===== config.mk =====
export PLATFORM = sky130hd
export DESIGN_NAME = ps2_keyboard
export DESIGN_NICKNAME = d
export VERILOG_FILES = /design/src/rtl/hack_io_pkg.sv /design/src/rtl/ps2_rx.sv /design/src/rtl/ps2_keyboard.sv
export SDC_FILE = /design/constraint.sdc
export NUM_CORES = 1
export LEC_CHECK = 0
export ABC_AREA = 0
export CELL_PAD_IN_SITES_DETAIL_PLACEMENT = 1
export CELL_PAD_IN_SITES_GLOBAL_PLACEMENT = 1
export CORE_MARGIN = 4
export CORE_UTILIZATION = 49
export CTS_CLUSTER_DIAMETER = 120
export CTS_CLUSTER_SIZE = 25
export DETAILED_ROUTE_END_ITERATION = 7
export HOLD_SLACK_MARGIN = 0.05
export PLACE_DENSITY = 0.95
export SYNTH_ARGS = -nofsm -noshare
export SYNTH_HDL_FRONTEND = slang
export SYNTH_SLANG_ARGS = --single-unit
export TNS_END_PERCENT = 1

===== constraint.sdc =====
create_clock -name clk -period 4.65 [get_ports clk]
set_input_delay 0.6975 -clock clk [delete_from_list [all_inputs] [get_ports clk]]
set_output_delay 0.6975 -clock clk [all_outputs]
set_load 0.05 [all_outputs]

===== src/rtl/hack_io_pkg.sv =====
// Shared Hack I/O definitions: keyboard codes, PS/2 prefixes, decoder states
// and the scan-code set 2 to Hack keyboard code translation.
package hack_io_pkg;

    localparam logic [7:0] PS2_EXT = 8'hE0;
    localparam logic [7:0] PS2_BRK = 8'hF0;

    localparam logic [7:0] KEY_NEWLINE   = 8'd128;
    localparam logic [7:0] KEY_BACKSPACE = 8'd129;
    localparam logic [7:0] KEY_LEFT      = 8'd130;
    localparam logic [7:0] KEY_UP        = 8'd131;
    localparam logic [7:0] KEY_RIGHT     = 8'd132;
    localparam logic [7:0] KEY_DOWN      = 8'd133;
    localparam logic [7:0] KEY_HOME      = 8'd134;
    localparam logic [7:0] KEY_END       = 8'd135;
    localparam logic [7:0] KEY_PGUP      = 8'd136;
    localparam logic [7:0] KEY_PGDN      = 8'd137;
    localparam logic [7:0] KEY_INSERT    = 8'd138;
    localparam logic [7:0] KEY_DELETE    = 8'd139;
    localparam logic [7:0] KEY_ESC       = 8'd140;
    localparam logic [7:0] KEY_F1        = 8'd141;
    localparam logic [7:0] KEY_F12       = 8'd152;

    typedef enum logic [1:0] {
        ST_IDLE,
        ST_EXT,
        ST_BRK,
        ST_EXT_BRK
    } dec_state_t;

    // Returns 0 for any scan code without a Hack equivalent.
    function automatic logic [7:0] ps2_to_hack(input logic ext, input logic [7:0] code);
        logic [7:0] r;
        r = 8'd0;
        if (ext) begin
            case (code)
                8'h6B: r = KEY_LEFT;    8'h75: r = KEY_UP;
                8'h74: r = KEY_RIGHT;   8'h72: r = KEY_DOWN;
                8'h6C: r = KEY_HOME;    8'h69: r = KEY_END;
                8'h7D: r = KEY_PGUP;    8'h7A: r = KEY_PGDN;
                8'h70: r = KEY_INSERT;  8'h71: r = KEY_DELETE;
                default: r = 8'd0;
            endcase
        end else begin
            case (code)
                8'h1C: r = 8'd65;  8'h32: r = 8'd66;  8'h21: r = 8'd67;  8'h23: r = 8'd68;
                8'h24: r = 8'd69;  8'h2B: r = 8'd70;  8'h34: r = 8'd71;  8'h33: r = 8'd72;
                8'h43: r = 8'd73;  8'h3B: r = 8'd74;  8'h42: r = 8'd75;  8'h4B: r = 8'd76;
                8'h3A: r = 8'd77;  8'h31: r = 8'd78;  8'h44: r = 8'd79;  8'h4D: r = 8'd80;
                8'h15: r = 8'd81;  8'h2D: r = 8'd82;  8'h1B: r = 8'd83;  8'h2C: r = 8'd84;
                8'h3C: r = 8'd85;  8'h2A: r = 8'd86;  8'h1D: r = 8'd87;  8'h22: r = 8'd88;
                8'h35: r = 8'd89;  8'h1A: r = 8'd90;
                8'h45: r = 8'd48;  8'h16: r = 8'd49;  8'h1E: r = 8'd50;  8'h26: r = 8'd51;
                8'h25: r = 8'd52;  8'h2E: r = 8'd53;  8'h36: r = 8'd54;  8'h3D: r = 8'd55;
                8'h3E: r = 8'd56;  8'h46: r = 8'd57;
                8'h29: r = 8'd32;
                8'h5A: r = KEY_NEWLINE;
                8'h66: r = KEY_BACKSPACE;
                8'h76: r = KEY_ESC;
                8'h05: r = KEY_F1;         8'h06: r = 8'(KEY_F1 + 8'd1);
                8'h04: r = 8'(KEY_F1 + 8'd2);  8'h0C: r = 8'(KEY_F1 + 8'd3);
                8'h03: r = 8'(KEY_F1 + 8'd4);  8'h0B: r = 8'(KEY_F1 + 8'd5);
                8'h83: r = 8'(KEY_F1 + 8'd6);  8'h0A: r = 8'(KEY_F1 + 8'd7);
                8'h01: r = 8'(KEY_F1 + 8'd8);  8'h09: r = 8'(KEY_F1 + 8'd9);
                8'h78: r = 8'(KEY_F1 + 8'd10); 8'h07: r = KEY_F12;
                default: r = 8'd0;
            endcase
        end
        return r;
    endfunction

endpackage


===== src/rtl/ps2_rx.sv =====
// PS/2 frame receiver: pin synchronisers, falling-edge detect, 11-bit frame
// capture with start/parity/stop checks and a mid-frame inactivity timeout.
module ps2_rx #(
    parameter int unsigned TIMEOUT_CYCLES = 50000
) (
    input  logic       clk,
    input  logic       reset,
    input  logic       i_ps2_clk,
    input  logic       i_ps2_data,
    output logic [7:0] o_byte,
    output logic       o_byte_valid,
    output logic       o_err
);
    localparam int unsigned TW = (TIMEOUT_CYCLES > 1) ? $clog2(TIMEOUT_CYCLES) : 1;

    logic [1:0]    r_clk_sync;
    logic [1:0]    r_data_sync;
    logic          r_clk_prev;
    logic [3:0]    r_bit_cnt;
    logic [9:0]    r_shift;
    logic [TW-1:0] r_to_cnt;
    logic [7:0]    r_byte;
    logic          r_valid;
    logic          r_err;
    logic          w_fall;
    logic          w_data;

    assign w_fall = r_clk_prev & ~r_clk_sync[1];
    assign w_data = r_data_sync[1];

    always_ff @(posedge clk) begin
        if (reset) begin
            r_clk_sync  <= 2'b11;
            r_data_sync <= 2'b11;
            r_clk_prev  <= 1'b1;
        end else begin
            r_clk_sync  <= {r_clk_sync[0], i_ps2_clk};
            r_data_sync <= {r_data_sync[0], i_ps2_data};
            r_clk_prev  <= r_clk_sync[1];
        end
    end

    // Bits shift in from the top so bit k of the frame lands at r_shift[k].
    always_ff @(posedge clk) begin
        r_valid <= 1'b0;
        r_err   <= 1'b0;
        if (reset) begin
            r_bit_cnt <= 4'd0;
            r_shift   <= 10'd0;
            r_to_cnt  <= TW'(0);
            r_byte    <= 8'd0;
        end else if (w_fall) begin
            r_to_cnt <= TW'(0);
            if (r_bit_cnt == 4'd10) begin
                r_bit_cnt <= 4'd0;
                if (!r_shift[0] && (^r_shift[9:1]) && w_data) begin
                    r_byte  <= r_shift[8:1];
                    r_valid <= 1'b1;
                end else begin
                    r_err <= 1'b1;
                end
            end else begin
                r_shift   <= {w_data, r_shift[9:1]};
                r_bit_cnt <= r_bit_cnt + 4'd1;
            end
        end else if (r_bit_cnt == 4'd0) begin
            r_to_cnt <= TW'(0);
        end else if (r_to_cnt == TW'(TIMEOUT_CYCLES - 1)) begin
            r_bit_cnt <= 4'd0;
            r_to_cnt  <= TW'(0);
            r_err     <= 1'b1;
        end else begin
            r_to_cnt <= r_to_cnt + TW'(1);
        end
    end

    assign o_byte       = r_byte;
    assign o_byte_valid = r_valid;
    assign o_err        = r_err;

endmodule


===== src/rtl/ps2_keyboard.sv =====
// PS/2 keyboard front end: prefix-tracking decoder and the Hack keyboard
// register read by the CPU through the memory-mapped keyboard word.
module ps2_keyboard
    import hack_io_pkg::*;
#(
    parameter int unsigned TIMEOUT_CYCLES = 50000
) (
    input  logic        clk,
    input  logic        reset,
    input  logic        ps2_clk,
    input  logic        ps2_data,
    output logic [15:0] key_code,
    output logic        frame_error
);
    logic [7:0]  w_byte;
    logic        w_valid;
    logic        w_err;
    logic        w_ext;
    logic [7:0]  w_xlat;
    dec_state_t  r_state;
    dec_state_t  w_state_nxt;
    logic [15:0] r_key_code;
    logic [15:0] w_key_nxt;
    logic        r_frame_error;

    ps2_rx #(.TIMEOUT_CYCLES(TIMEOUT_CYCLES)) u_rx (
        .clk          (clk),
        .reset        (reset),
        .i_ps2_clk    (ps2_clk),
        .i_ps2_data   (ps2_data),
        .o_byte       (w_byte),
        .o_byte_valid (w_valid),
        .o_err        (w_err)
    );

    assign w_ext  = (r_state == ST_EXT) || (r_state == ST_EXT_BRK);
    assign w_xlat = ps2_to_hack(w_ext, w_byte);

    always_ff @(posedge clk) begin
        if (reset) begin
            r_state       <= ST_IDLE;
            r_key_code    <= 16'd0;
            r_frame_error <= 1'b0;
        end else begin
            r_state       <= w_state_nxt;
            r_key_code    <= w_key_nxt;
            r_frame_error <= w_err;
        end
    end

    // A repeated or misplaced prefix resets the decoder and the byte is dropped.
    always_comb begin
        w_state_nxt = r_state;
        w_key_nxt   = r_key_code;
        if (w_err) begin
            w_state_nxt = ST_IDLE;
        end else if (w_valid) begin
            w_state_nxt = ST_IDLE;
            case (r_state)
                ST_IDLE: begin
                    if (w_byte == PS2_EXT)      w_state_nxt = ST_EXT;
                    else if (w_byte == PS2_BRK) w_state_nxt = ST_BRK;
                    else if (w_xlat != 8'd0)    w_key_nxt = {8'd0, w_xlat};
                end
                ST_EXT: begin
                    if (w_byte == PS2_BRK)                            w_state_nxt = ST_EXT_BRK;
                    else if (w_byte != PS2_EXT && w_xlat != 8'd0)     w_key_nxt = {8'd0, w_xlat};
                end
                default: begin
                    if (w_byte != PS2_EXT && w_byte != PS2_BRK && {8'd0, w_xlat} == r_key_code)
                        w_key_nxt = 16'd0;
                end
            endcase
        end
    end

    assign key_code    = r_key_code;
    assign frame_error = r_frame_error;

endmodule


==> out/summary.md <==
For this run, design rule violations remaining after detail routing come to 0. On the worst path, the slowest cell contributes a delay of 0.62 ns. Setup violations remaining at the end of the flow were counted as 0. The critical path buffer and inverter count is 1, and the wire length of the first global-routing pass is 22500 microns. The worst setup path is captured at a flop. The period utilization came out at 82.8%. For the number of antenna violations at the first check in global routing, the log shows 0. The post-synthesis cell count is 559, and the count of final max-slew check failures is 0.

Among cell families on the critical path, the largest total delay comes from multiplexers. Each instance of the synthesized netlist takes up on average 7.76 sq um. The clock net in this run drives a total of 64 sinks. The clock passes through at most 2 buffers. The synthesized design spends more area on one cell type than any other, namely sky130_fd_sc_hd__dfxtp_1. The signal on the critical path passes through xor2_1 > xnor3_1 > mux2_4 > mux2i_1 > ha_1 > inv_1 > a211oi_2 > a211oi_1 > nor4_1 > o31ai_1. The logs give 4341 for the via count of the first global-routing pass and 53.5% for the end-of-flow core utilization. Pin count of the biggest net entering global routing: 31. The worst pin sits at a relative slew slack of 23.9%. In this run the static leakage power is 1.69 nW. Synthesis inferred 64 register bits. The repair_antennas step left the layout with diodes totalling 0.

From bottom edge to top edge, the die measures 102 microns. The first TritonRoute pass finished after 6 iterations. Among all stages on the critical path, the largest delay is contributed by sky130_fd_sc_hd__dfxtp_1. In this run the cell area of the synthesized design comes to 0.00434 sq mm. Max-cap violations in this run came to 0. Global routing used 27.5% of the available tracks.

After clock tree synthesis, the setup repair step added 0 buffers. The site row count was 34. The final-report hold violation count was 0; the number of synthesized flops with an enable pin was 0. The worst setup path is of the flop to flop kind.

The tools report the buffer cell driving the clock tree root as sky130_fd_sc_hd__clkbuf_8. The count of buffers from port buffering was 12; the sequential fraction of the synthesis area was 29.5%. The overall die width works out to 102 microns. The filler cell count was 1102.

The aggregate routed wire length came out at 13900 microns. The run gives 0 as the number of gates given a new drive strength after cts. The area fraction of the dominant cell type after synthesis came out at 29.5%.

The clock reaches the later pin of the worst-skew pair after 0.35 ns. The half-perimeter wire length of the detailed placement result is 9550 microns. After synthesis, the share of flip-flops with an asynchronous set or reset is 0%. The run gives 130 uV as the worst voltage drop across the vdd grid. Ratio of routed vias to standard cells: 6.43. For the final database, setup skew stands at 0.0196 ns. The flow ran to the end, and the final reports show no timing, DRC or antenna violations. The slew at the pin with the worst max-slew slack came out at 1.11 ns. The number of DRC markers after the initial detailed-route iteration is 423, and the number of hold buffers added after CTS is 0. The number of CTS-inserted buffers was 9; the count of boundary I/O pins was 21. For the initial core utilization, the log shows 50.0%.

The tools report the count of distinct cell types in the synthesized netlist as 71. Setup repair after global routing left no endpoint under its margin. At the end of routability-driven placement, the weighted congestion stood at 0.983.

After layout, the minimum clock period comes to 3.85 ns. In this run the worst path has a maximum fanout of 19. TritonCTS built the clock tree.

The average wire per cell in the routed design was 21.0 microns; the area of the die was 0.0104 sq mm. Ranked by total cell area, the synthesized netlist is headed by sky130_fd_sc_hd__dfxtp_1 30%, sky130_fd_sc_hd__nand2_1 5.9%, sky130_fd_sc_hd__a21oi_1 4.8%, sky130_fd_sc_hd__nor2_1 4.1%, sky130_fd_sc_hd__mux2i_1 3.5%. In the synthesized netlist the dominant register cell turns out to be sky130_fd_sc_hd__dfxtp_1. The via total after detailed routing was 4248; the clock slew seen by the registers of the worst setup and hold paths was 0.08 ns.

Dividing total power by cell area gives a power density of 242 mW/mm^2. From synthesis to final layout, the design area changed by 6.98%. STA classifies the critical path startpoint as a flop.

The detail route stage leaves a number of antenna-violating nets equal to 0. The tightest min-delay check is of the flop to flop type. Yosys printed 0 warnings.

For the worst setup path, the data required time is 4.85 ns. In the final design database the tool counted 565 nets. After floorplanning, the core was sized to cover 0.00868 sq mm. The number of levels in the clock H-tree was 3; the overall overflow remaining after global route was 0. For the final routed database, the setup TNS stands at 0 ns. Cells with a size suffix above 1 make up 8.14% of the layout. The endpoint arrival time on the critical path is 4.05 ns. Based on the critical path, the design can be clocked at up to 260 MHz.
## path summary, 6_finish.rpt
check	startpoint	to	slack, ns	depth (start not counted)
hold / removal	u_rx.r_clk_sync[0]	u_rx.r_clk_sync[1]	0.42	1
setup reg to reg	u_rx.r_shift[5]	flop	0.80	10
hold reg to reg	u_rx.r_clk_sync[0]	u_rx.r_clk_sync[1]	0.42	1
setup / recovery	u_rx.r_shift[5]	flop	0.80	10
## cells in the final DEF (no fill, tap or decap), types with 10 or more instances in the layout
| master | netlist | layout |
|---|---|---|
| sky130_fd_sc_hd__nand2_1 | 68 | 68 |
| sky130_fd_sc_hd__dfxtp_1 | 64 | 64 |
| sky130_fd_sc_hd__nor2_1 | 47 | 47 |
| sky130_fd_sc_hd__a21oi_1 | 42 | 42 |
| sky130_fd_sc_hd__o21ai_0 | 23 | 23 |
| sky130_fd_sc_hd__inv_1 | 21 | 21 |
| sky130_fd_sc_hd__nor2b_1 | 20 | 20 |
| sky130_fd_sc_hd__xnor2_1 | 15 | 15 |
| sky130_fd_sc_hd__nor3_1 | 15 | 15 |
| sky130_fd_sc_hd__nand3_1 | 15 | 15 |
| sky130_fd_sc_hd__mux2i_1 | 15 | 14 |
| sky130_fd_sc_hd__ha_1 | 11 | 11 |
| sky130_fd_sc_hd__clkdlybuf4s50_1 | 0 | 11 |
| sky130_fd_sc_hd__nand2b_1 | 10 | 10 |
| sky130_fd_sc_hd__clkbuf_8 | 0 | 10 |
## final cells by class
type	count	area (sq um)	area share (%)
Timing Repair Buffer	16	145	3.13
Sequential cell	64	1280	27.6
Multi-Input combinational cell	435	2780	60.0
Inverter	24	90.1	1.94
Clock buffer	10	138	2.96
Clock inverter	4	70.1	1.51
Tap cell	108	135	2.91
## metrics by stage
stage          cells  cell area, sq um  total power [mW]  setup slack [ns]  hold slack (ns)
2_1_floorplan    566              4370             0.604              1.45            0.389
3_3_place_gp     647              4440             0.605              1.05            0.393
3_5_place_dp     647              4440             0.607             0.895            0.400
4_1_cts          661              4640              1.13             0.855            0.422
5_1_grt          661              4640              1.16             0.530            0.436
6_report         661              4640              1.13             0.800            0.419
## synth_stat cells (5+ instances only)
| library cell | count |
|---|---|
| sky130_fd_sc_hd__buf_4 | 8 |
| sky130_fd_sc_hd__xor2_1 | 7 |
| sky130_fd_sc_hd__a22oi_1 | 5 |
| sky130_fd_sc_hd__xnor2_1 | 15 |
| sky130_fd_sc_hd__or3_1 | 7 |
| sky130_fd_sc_hd__nor3_1 | 15 |
| sky130_fd_sc_hd__nand2b_1 | 10 |
| sky130_fd_sc_hd__o32ai_1 | 6 |
| sky130_fd_sc_hd__and3_1 | 9 |
| sky130_fd_sc_hd__nor2b_1 | 20 |
| sky130_fd_sc_hd__dfxtp_1 | 64 |
| sky130_fd_sc_hd__or2_2 | 7 |
| sky130_fd_sc_hd__mux2_2 | 6 |
| sky130_fd_sc_hd__inv_1 | 21 |
| sky130_fd_sc_hd__nand2_1 | 68 |
| sky130_fd_sc_hd__clkbuf_1 | 24 |
| sky130_fd_sc_hd__nor2_1 | 47 |
| sky130_fd_sc_hd__nand3b_1 | 5 |
| sky130_fd_sc_hd__o22ai_1 | 7 |
| sky130_fd_sc_hd__a21oi_1 | 42 |
| sky130_fd_sc_hd__buf_2 | 7 |
| sky130_fd_sc_hd__a211oi_1 | 7 |
| sky130_fd_sc_hd__mux2i_1 | 15 |
| sky130_fd_sc_hd__nand3_1 | 15 |
| sky130_fd_sc_hd__nor4_1 | 6 |
| sky130_fd_sc_hd__o21ai_0 | 23 |
| sky130_fd_sc_hd__ha_1 | 11 |
## metal layers
| metal | share of wire, % | track usage, % |
|---|---|---|
| met1 | 41 | 33.0 |
| met2 | 48 | 45.6 |
| met3 | 7.3 | 7.03 |
| met4 | 4.4 | 13.9 |
| met5 | 0 | 0 |
## power breakdown
| part | leakage, nW | internal (mW) | total [mW] | switching [mW] |
|---|---|---|---|---|
| combinational | 1.07 | 0.00770 | 0.0421 | 0.0344 |
| sequential | 0.517 | 0.551 | 0.554 | 0.00255 |
| clock | 0.108 | 0.309 | 0.530 | 0.221 |
| total | 1.69 | 0.868 | 1.13 | 0.258 |
## kinds of logic after synthesis
| family | share of synthesized area, % |
|---|---|
| and+or+nand+nor | 27.2 |
| AOI/OAI and AO/OA | 20.4 |
| buffers and inverters | 7.03 |
| DFF | 29.5 |
| muxes | 7.03 |
| xor gates and xnor gates | 5.51 |
| adders and majority gates | 3.17 |
| other | 0.0864 |
Power figures use the tool's default switching activity.
